$ cat src/rtl/adc_pkg.sv
// Shared types, frame constants and channel-rotation helper for the ADC128S022 scan controller.
package adc_pkg;

  typedef enum logic [2:0] {
    IDLE,
    SETUP,
    LOW,
    HIGH,
    DONE
  } adc_state_t;

  localparam int unsigned ADC_FRAME_BITS     = 16;
  localparam int unsigned ADC_DATA_BITS      = 12;
  localparam int unsigned ADC_ADDR_FIRST_BIT = 2;
  localparam int unsigned ADC_CH_BITS        = 3;

  // Next enabled channel strictly after cur, wrapping 7->0; an empty mask means channel 0 only.
  function automatic logic [ADC_CH_BITS-1:0] next_ch(input logic [ADC_CH_BITS-1:0] cur,
                                                     input logic [7:0] mask);
    logic [7:0]             m;
    logic [ADC_CH_BITS-1:0] c;
    logic                   found;
    m       = (mask == 8'h00) ? 8'h01 : mask;
    next_ch = cur;
    found   = 1'b0;
    for (int unsigned i = 1; i <= 8; i++) begin
      c = cur + ADC_CH_BITS'(i);
      if (!found && m[c]) begin
        next_ch = c;
        found   = 1'b1;
      end
    end
  endfunction

endpackage

$ cat src/rtl/adc_scan_ctrl.sv
// Continuous channel scanner for the ADC128S022: generates CS/SCLK/DIN and
// emits each 12-bit result tagged with the channel it was converted from.
module adc_scan_ctrl
  import adc_pkg::*;
#(
  parameter int unsigned DIV     = 4,
  parameter logic [7:0]  CH_MASK = 8'hFF
) (
  input  logic                     clk,
  input  logic                     n_reset,
  input  logic                     en,
  output logic                     adc_cs_n,
  output logic                     adc_sclk,
  output logic                     adc_saddr,
  input  logic                     adc_sdat,
  output logic [ADC_DATA_BITS-1:0] sample,
  output logic [ADC_CH_BITS-1:0]   sample_ch,
  output logic                     sample_valid,
  output logic                     busy
);

  localparam int unsigned            PH_W     = 8;
  localparam logic [PH_W-1:0]        PH_LAST  = PH_W'(DIV - 1);
  localparam logic [3:0]             B_LAST   = 4'(ADC_FRAME_BITS - 1);
  localparam logic [ADC_CH_BITS-1:0] CH_FIRST = next_ch(3'd7, CH_MASK);

  adc_state_t                 state_q;
  logic [PH_W-1:0]            ph_q;
  logic [3:0]                 b_q;
  // Most recent 11 DOUT bits; the 12th joins directly at capture, leading bits fall off the top.
  logic [ADC_DATA_BITS-2:0]   data_q;
  logic [ADC_CH_BITS-1:0]     cur_ch_q;
  logic [ADC_CH_BITS-1:0]     prev_ch_q;
  logic                       first_q;
  logic                       cs_n_q;
  logic                       sclk_q;
  logic                       saddr_q;
  logic [ADC_DATA_BITS-1:0]   sample_q;
  logic [ADC_CH_BITS-1:0]     sample_ch_q;
  logic                       valid_q;
  logic                       busy_q;

  logic                       ph_last_c;
  logic [3:0]                 b_d;

  // DIN value for the LOW phase of bit b: channel address MSB first in bits 2..4.
  function automatic logic addr_bit(input logic [3:0] b, input logic [ADC_CH_BITS-1:0] ch);
    case (b)
      4'(ADC_ADDR_FIRST_BIT):     addr_bit = ch[2];
      4'(ADC_ADDR_FIRST_BIT + 1): addr_bit = ch[1];
      4'(ADC_ADDR_FIRST_BIT + 2): addr_bit = ch[0];
      default:                    addr_bit = 1'b0;
    endcase
  endfunction

  // Phase-end and next bit index helpers.
  always_comb begin
    ph_last_c = (ph_q == PH_LAST);
    b_d       = b_q + 4'd1;
  end

  // Frame sequencer with registered pin and result outputs.
  always_ff @(posedge clk or negedge n_reset) begin
    if (!n_reset) begin
      state_q     <= IDLE;
      ph_q        <= '0;
      b_q         <= '0;
      data_q      <= '0;
      cur_ch_q    <= CH_FIRST;
      prev_ch_q   <= '0;
      first_q     <= 1'b1;
      cs_n_q      <= 1'b1;
      sclk_q      <= 1'b1;
      saddr_q     <= 1'b0;
      sample_q    <= '0;
      sample_ch_q <= '0;
      valid_q     <= 1'b0;
      busy_q      <= 1'b0;
    end else begin
      valid_q <= 1'b0;
      case (state_q)
        IDLE: begin
          ph_q <= '0;
          if (en) begin
            state_q <= SETUP;
            cs_n_q  <= 1'b0;
            busy_q  <= 1'b1;
          end else begin
            first_q <= 1'b1;
          end
        end
        SETUP: begin
          if (ph_last_c) begin
            ph_q    <= '0;
            b_q     <= '0;
            state_q <= LOW;
            sclk_q  <= 1'b0;
            saddr_q <= addr_bit(4'd0, cur_ch_q);
          end else begin
            ph_q <= ph_q + 8'd1;
          end
        end
        LOW: begin
          if (ph_last_c) begin
            ph_q    <= '0;
            state_q <= HIGH;
            sclk_q  <= 1'b1;
          end else begin
            ph_q <= ph_q + 8'd1;
          end
        end
        HIGH: begin
          if (ph_last_c) begin
            ph_q   <= '0;
            data_q <= {data_q[ADC_DATA_BITS-3:0], adc_sdat};
            if (b_q != B_LAST) begin
              b_q     <= b_d;
              state_q <= LOW;
              sclk_q  <= 1'b0;
              saddr_q <= addr_bit(b_d, cur_ch_q);
            end else begin
              // Frame end: publish the previous frame's channel, advance the rotation.
              state_q <= DONE;
              cs_n_q  <= 1'b1;
              saddr_q <= 1'b0;
              if (!first_q) begin
                valid_q     <= 1'b1;
                sample_q    <= {data_q, adc_sdat};
                sample_ch_q <= prev_ch_q;
              end
              prev_ch_q <= cur_ch_q;
              cur_ch_q  <= next_ch(cur_ch_q, CH_MASK);
              first_q   <= 1'b0;
            end
          end else begin
            ph_q <= ph_q + 8'd1;
          end
        end
        DONE: begin
          if (ph_last_c) begin
            ph_q <= '0;
            if (en) begin
              state_q <= SETUP;
              cs_n_q  <= 1'b0;
            end else begin
              state_q <= IDLE;
              busy_q  <= 1'b0;
            end
          end else begin
            ph_q <= ph_q + 8'd1;
          end
        end
        default: begin
          state_q <= IDLE;
          ph_q    <= '0;
          cs_n_q  <= 1'b1;
          sclk_q  <= 1'b1;
          saddr_q <= 1'b0;
          busy_q  <= 1'b0;
        end
      endcase
    end
  end

  assign adc_cs_n     = cs_n_q;
  assign adc_sclk     = sclk_q;
  assign adc_saddr    = saddr_q;
  assign sample       = sample_q;
  assign sample_ch    = sample_ch_q;
  assign sample_valid = valid_q;
  assign busy         = busy_q;

endmodule
$ cat config.mk
export PLATFORM = sky130hd
export DESIGN_NAME = adc_scan_ctrl
export DESIGN_NICKNAME = d
export VERILOG_FILES = /design/src/rtl/adc_pkg.sv /design/src/rtl/adc_scan_ctrl.sv
export SDC_FILE = /design/constraint.sdc
export NUM_CORES = 1
export LEC_CHECK = 0
export CORE_MARGIN = 2
export CORE_UTILIZATION = 58
export CTS_CLUSTER_DIAMETER = 100
export DETAILED_ROUTE_END_ITERATION = 10
export DONT_BUFFER_PORTS = 1
export GPL_TIMING_DRIVEN = 0
export HOLD_SLACK_MARGIN = 0.03
export MAX_ROUTING_LAYER = met4
export PLACE_DENSITY = 0.77
export SLEW_MARGIN = 5
export SYNTH_ARGS = -nofsm -noshare
export SYNTH_HDL_FRONTEND = slang
export SYNTH_SLANG_ARGS = --single-unit
export TNS_END_PERCENT = 50
$ cat constraint.sdc
create_clock -name clk -period 2.35 [get_ports clk]
set_input_delay 0.47 -clock clk [delete_from_list [all_inputs] [get_ports clk]]
set_output_delay 0.47 -clock clk [all_outputs]
set_load 0.01 [all_outputs]
Word level (Yosys, flattened, before mapping) --
Memories as Yosys holds them, arrays and structs flattened. Cells that the tools add are included.
Storage, ports and cells: output and inout port bits 20, bits of input ports 4, latch bits 0, bits in writable memories 0, ROM bits 64, logic and storage cells 181, register bits 53, memories 8
Memory list:
- (name not given) | words 8, bits a word 1, read ports 1, clocked after Yosys merged registers in 0, wr ports 0, RTL line adc_pkg.sv:28 | if (!found && m[c]) begin
- (name not given) | words 8, bits a word 1, read ports 1, clocked after Yosys merged registers in 0, wr ports 0, RTL line adc_pkg.sv:28
- (name not given) | words 8, bits a word 1, read ports 1, clocked after Yosys merged registers in 0, wr ports 0, RTL line adc_pkg.sv:28
- (name not given) | words 8, bits a word 1, read ports 1, clocked after Yosys merged registers in 0, wr ports 0, RTL line adc_pkg.sv:28
- (name not given) | words 8, bits a word 1, read ports 1, clocked after Yosys merged registers in 0, wr ports 0, RTL line adc_pkg.sv:28
- (name not given) | words 8, bits a word 1, read ports 1, clocked after Yosys merged registers in 0, wr ports 0, RTL line adc_pkg.sv:28
- 2 more memories
Operators by class: shift-type cells 0, div/mod/pow operators 0, muxes and demuxes 83, reduce and logical (&&, ||, !) cells 34, multiply operators 0, bitwise gates (word level) 7, add/subtract/negate cells 9, order comparisons 8, eq/ne operators 18
Operator list (count):
- 2-to-1 mux 1 bit | 57
- 2-to-1 mux 3 bit | 13
- less-than comparator 3 x 4 -> 1 bit, second input constant | 8
- AND reduction 4 bit | 5
- inequality test 2 bit, second input constant | 9
- 2-to-1 mux 8 bit | 2
- case mux 3 bit (5 select lines) | 1
- AND reduction 5 bit | 3
- adder 3 bit, second input constant | 4
- 2-to-1 mux 4 bit | 3
- case mux 1 bit (3 select lines) | 3
- adder 8 x 1 -> 8 bit, second input constant | 1
- == test 4 x 2 -> 1 bit, second input constant | 2
- == test 8 x 2 -> 1 bit, second input constant | 1
- case mux 1 bit (4 select lines) | 2
- case mux 4 bit (2 select lines) | 1
- logical AND 1 bit | 7
- logical NOT 1 bit | 7
- inverter 1 bit | 7
- nonzero test 7 bit | 1
- adder 3 x 2 -> 3 bit, second input constant | 2
- == test 3 x 2 -> 1 bit, second input constant | 2
- AND reduction 3 bit | 2
- OR reduction 3 bit | 2
- 12 further kinds | 14

Logic depth before layout (Yosys ltp) --
word-level depth 47, depth in mapped cells 7, depth with buffers taken out 6

Worst setup path after synthesis --
No wires, ideal clock.
path kind reg-to-reg, start reg b_q[0], end reg sample_q[10], in the netlist sample[10], required time 2.225 ns, library setup time 0.125 ns, cell stages (with the launch flop) 8, arrival 1.771 ns, setup slack 0.453 ns, clock period less this slack 1.897 ns, path buffers 2, cell sequence dfrtp_1 > ha_1 > and3_1 > buf_2 > nand4_4 > nor2_8 > buf_12 > mux2_4
Between the ends: longest elaborated chain between the ends 3
RTL lines:
- from (decl) | RTL line adc_scan_ctrl.sv:29 | logic [3:0] b_q;
- from (signal assigned) | RTL line adc_scan_ctrl.sv:67 | b_q <= '0;
- from (signal assigned) | RTL line adc_scan_ctrl.sv:95 | b_q <= '0;
- from (signal assigned) | RTL line adc_scan_ctrl.sv:117 | b_q <= b_d;
- inequality test 4 bit | RTL line adc_scan_ctrl.sv:116 | if (b_q != B_LAST) begin
- inverter 1 bit (no source line)
- AND reduction 4 bit (no source line)
- to (signal assigned) | RTL line adc_scan_ctrl.sv:128 | sample_q <= {data_q, adc_sdat};
- to (decl) | RTL line adc_scan_ctrl.sv:38 | logic [ADC_DATA_BITS-1:0] sample_q;
Every way passes these cells. A chain may end at the register's enable or synchronous reset.

Worst setup path in the final report --
start reg ph_q[0], end reg sample_q[9], in the netlist sample[9]
Between the ends: longest elaborated chain between the ends 2
RTL lines:
- from (decl) | RTL line adc_scan_ctrl.sv:28 | logic [PH_W-1:0] ph_q;
- from (signal assigned) | RTL line adc_scan_ctrl.sv:100 | ph_q <= ph_q + 8'd1;
- from (signal assigned) | RTL line adc_scan_ctrl.sv:109 | ph_q <= ph_q + 8'd1;
- from (signal assigned) | RTL line adc_scan_ctrl.sv:136 | ph_q <= ph_q + 8'd1;
- == test 8 x 2 -> 1 bit | RTL line adc_scan_ctrl.sv:58 | ph_last_c = (ph_q == PH_LAST);
- AND reduction 4 bit (no source line)
Every way passes these cells.

==> key figures <==
Synth
  • Synth Register Bits: 53
  • EDFF count, synth: 0
  • Syn Inst Count: 183
  • Post-synth cell types: 40
  • Synth Area per Inst: 13.3 um2
  • Seq/Total Area, Yosys: 54.5%
  • Most common flop cell mapped by yosys: dfrtp_1
  • Syn nets: 192
  • Synthesized cell area: 0.00244 mm2
  • YS warnings: 0
  • Asr flop ratio synth: 100%

Die
  • IO Count: 24
  • Core Rows: 23
  • Die boundary height: 68.9 um
  • Die area: 0.00474 mm2
  • Die Wd: 68.9 um
  • Core Area: 0.00403 mm2
  • Initial Utilization: 60.6%

GRT
  • Initial antenna violation count: 0
  • Total overflow reported by the global router: 0
  • Tot GR Track Use: 20.1%
  • Largest net degree at the start of global routing: 54
  • Vias in the first global route: 1443
  • First-pass GRT wire length: 6680 um

Power
  • Int Power: 1.25 mW
  • Net Sw Power: 0.317 mW
  • Logic gate share of total power: 2.1%
  • Switch share: 20.2%
  • Worst ir drop on vdd: 0.305 mV
  • Lkg Pwr: 1.27 nW
  • Clock Power Share: 39.2%
  • Pwr Density: 591 mW/mm2
  • Seq pwr share: 58.8%

Critical path
  • Critical Path RT: 2550 ps
  • Critical path, cell by cell: ha_1 > nor3b_2 > nand4_4 > nor2_8 > buf_12 > mux2_4
  • Crit Path Max Fanout: 10
  • Worst path slowest cell: nor3b_2
  • CP endpoint kind: flop
  • Data arrival, critical path: 2360 ps
  • Crit Path Class: reg -> reg
  • Crit start category: flop
  • CP peak stage delay: 420 ps

STA
  • RSZ-0062 raised after global routing: no
  • Final TNS setup: 0 ps
  • Fmax: 0.461 GHz
  • Tcrit/Tclk final: 92.3%
  • Tightest Pin Transition: 442 ps
  • Worst Skew: 3.21 ps
  • Setup-failing EPs final: 0
  • Crit path time final: 2170 ps
  • Hold slack: 310 ps
  • Slew Limit Headroom: 70.4%
  • Pins Over Slew Limit: 0
  • Hold Vio Cnt, Final: 0

CTS
  • Clk pin slew, worst setup/hold paths: 90 ps
  • CTS tree: built
  • Cts bufs inserted: 5
  • H-tree depth: 2
  • Clock sinks: 53
  • Longest Clk Path Bufs: 2
  • Post CTS Setup Buffer Count: 0
  • Clock insertion delay at the later pin of the skew report: 300 ps
  • Clock root cell: clkbuf_8

Placement
  • Dpl hpwl: 2850 um
  • Gp weighted congestion: 0.886
  • PortBufs: 0

Finish
  • Multi-input gate area: 0.00103 mm2
  • Area added between synthesis and finish: 8.67%
  • Ant diodes: 0
  • FF+latch area: 0.00133 mm2
  • Nets: 201
  • Fraction of layout cells with a size suffix above 1: 28.5%
  • Filler cells: 313

Detailed routing
  • Vias/cell: 5.77
  • DRC Markers: 0
  • ANT nets after route: 0
  • DR pass1 iterations: 4
  • Mean routed wirelength per cell: 16.7 um
  • DRT Wirelength: 4060 um
  • Iteration-0 DRC Markers: 78
  • Vias: 1401

Job
  • Max-Cap Viols: 0

Min path
  • Worst hold path class: in -> reg

Outcome
  • Outcome: complete, no violations
## cell usage in the layout (no fill, tap or decap), drive strengths merged, types with 2 or more instances in the layout
master and count:
a211oi 2, a21oi 6, a22o 4, and3 5
buf 6, clkbuf 7, dfrtp 50, dfstp 3
ha 5, inv 6, mux2 30, mux2i 2
nand2 13, nand3 6, nand4 2, nor2 11
o211ai 2, o21ai 8, xnor2 4, xor2 6
## worst paths after layout
path                       slack (ps)  cells after the start              start                     to
max                               180                      6  ph_q[0]$_DFF_PN0_  sample[9]$_DFFE_PN0P_
min                               310                      1           adc_sdat  data_q[0]$_DFFE_PN0P_
max reg2reg                       180                      6  ph_q[0]$_DFF_PN0_  sample[9]$_DFFE_PN0P_
min reg2reg                       470                      1  ph_q[0]$_DFF_PN0_      ph_q[0]$_DFF_PN0_
max in group asynchronous        1410                      2            n_reset    first_q$_DFFE_PN1P_
min in group asynchronous         660                      2            n_reset      ph_q[6]$_DFF_PN0_
## cell type report
type                    count  share of cell area, %
plain buffers               6                   2.12
inverters                   6                  0.849
multi-input cells         118                   38.9
well taps                  50                   2.36
clock inverters             2                   1.46
repair buffers              2                   1.42
clock buffers               6                   2.74
flip-flops and latches     53                   50.2
## cell usage after synthesis, types with 2 or more instances
| master | instances | area [um2] |
|---|---|---|
| dfrtp_1 | 50 | 1250 |
| mux2_4 | 19 | 285 |
| nand2_1 | 12 | 45.0 |
| mux2_2 | 11 | 124 |
| nor2_1 | 10 | 37.5 |
| o21ai_0 | 8 | 40.0 |
| a21oi_1 | 6 | 30.0 |
| inv_1 | 6 | 22.5 |
| nand3_1 | 6 | 30.0 |
| xor2_1 | 6 | 52.6 |
| ha_1 | 5 | 62.6 |
| and3_1 | 4 | 25.0 |
| xnor2_1 | 4 | 35.0 |
| a22o_1 | 3 | 26.3 |
| dfstp_2 | 3 | 78.8 |
| a211oi_1 | 2 | 15.0 |
| buf_2 | 2 | 10.0 |
| buf_6 | 2 | 22.5 |
| mux2i_1 | 2 | 20.0 |
| o211ai_1 | 2 | 15.0 |
## worst max-delay path, delay by kind of cell, from the launching register on
family        cells  cell delay, ps
fa+ha+maj         1             230
buf+inv           1             170
mux               1             300
simple gates      3             960
flops             1             380
## stage by stage
step	util, %	std cells	total power, mW	setup slack (ps)	area (um2)
2_1_floorplan	-	183	0.946	453	2440
3_3_place_gp	62.1	233	0.947	266	2500
3_5_place_dp	62.1	233	0.948	204	2500
4_1_cts	65.8	243	1.58	163	2650
5_1_grt	65.8	243	1.63	42.5	2650
6_report	65.8	243	1.57	181	2650
## sequential cells by signal (all words and copies together) (netlist names), 3 cells and up
register   count
sample        12
data_q        11
ph_q           8
b_q            4
cur_ch_q       3
prev_ch_q      3
sample_ch      3
state_q        3
## per-layer routing
metal | up-vias | routed length, um | track usage [%]
met2 | 31 | 2020 | 31.5
met5 | - | 0 | -
met3 | 5 | 161 | 5.84
met4 | 0 | 39 | 6.37
met1 | 704 | 1840 | 25.2
li1 | 661 | - | -
## power groups by stage
stage	Combinational, mW	Sequential, mW	Clock (mW)
after detailed placement	0.00900	0.939	0
after CTS	0.0340	0.921	0.622
after global routing	0.0373	0.922	0.670
after global placement	0.00886	0.939	0
final	0.0325	0.921	0.614
after floorplan	0.00856	0.938	0
## repair_timing
| item | in CTS | in global routing |
|---|---|---|
| endpoints found under the setup margin | 0 | 0 |
| hold endpoints to repair | 53 | 0 |
| hold buffers | 2 | 0 |
| resized for setup | 0 | 0 |
## logic make-up after synthesis
logic type                 Yosys count  share of synthesized area, %
buffers and inverters               12                          3.23
AOI/OAI and AO/OA                   27                          7.28
muxes                               32                          17.6
adders and majority gates            5                          2.56
DFF                                 53                          54.5
and+or+nand+nor                     44                          11.2
xor gates and xnor gates            10                          3.59
Power figures use the tool's default switching activity.
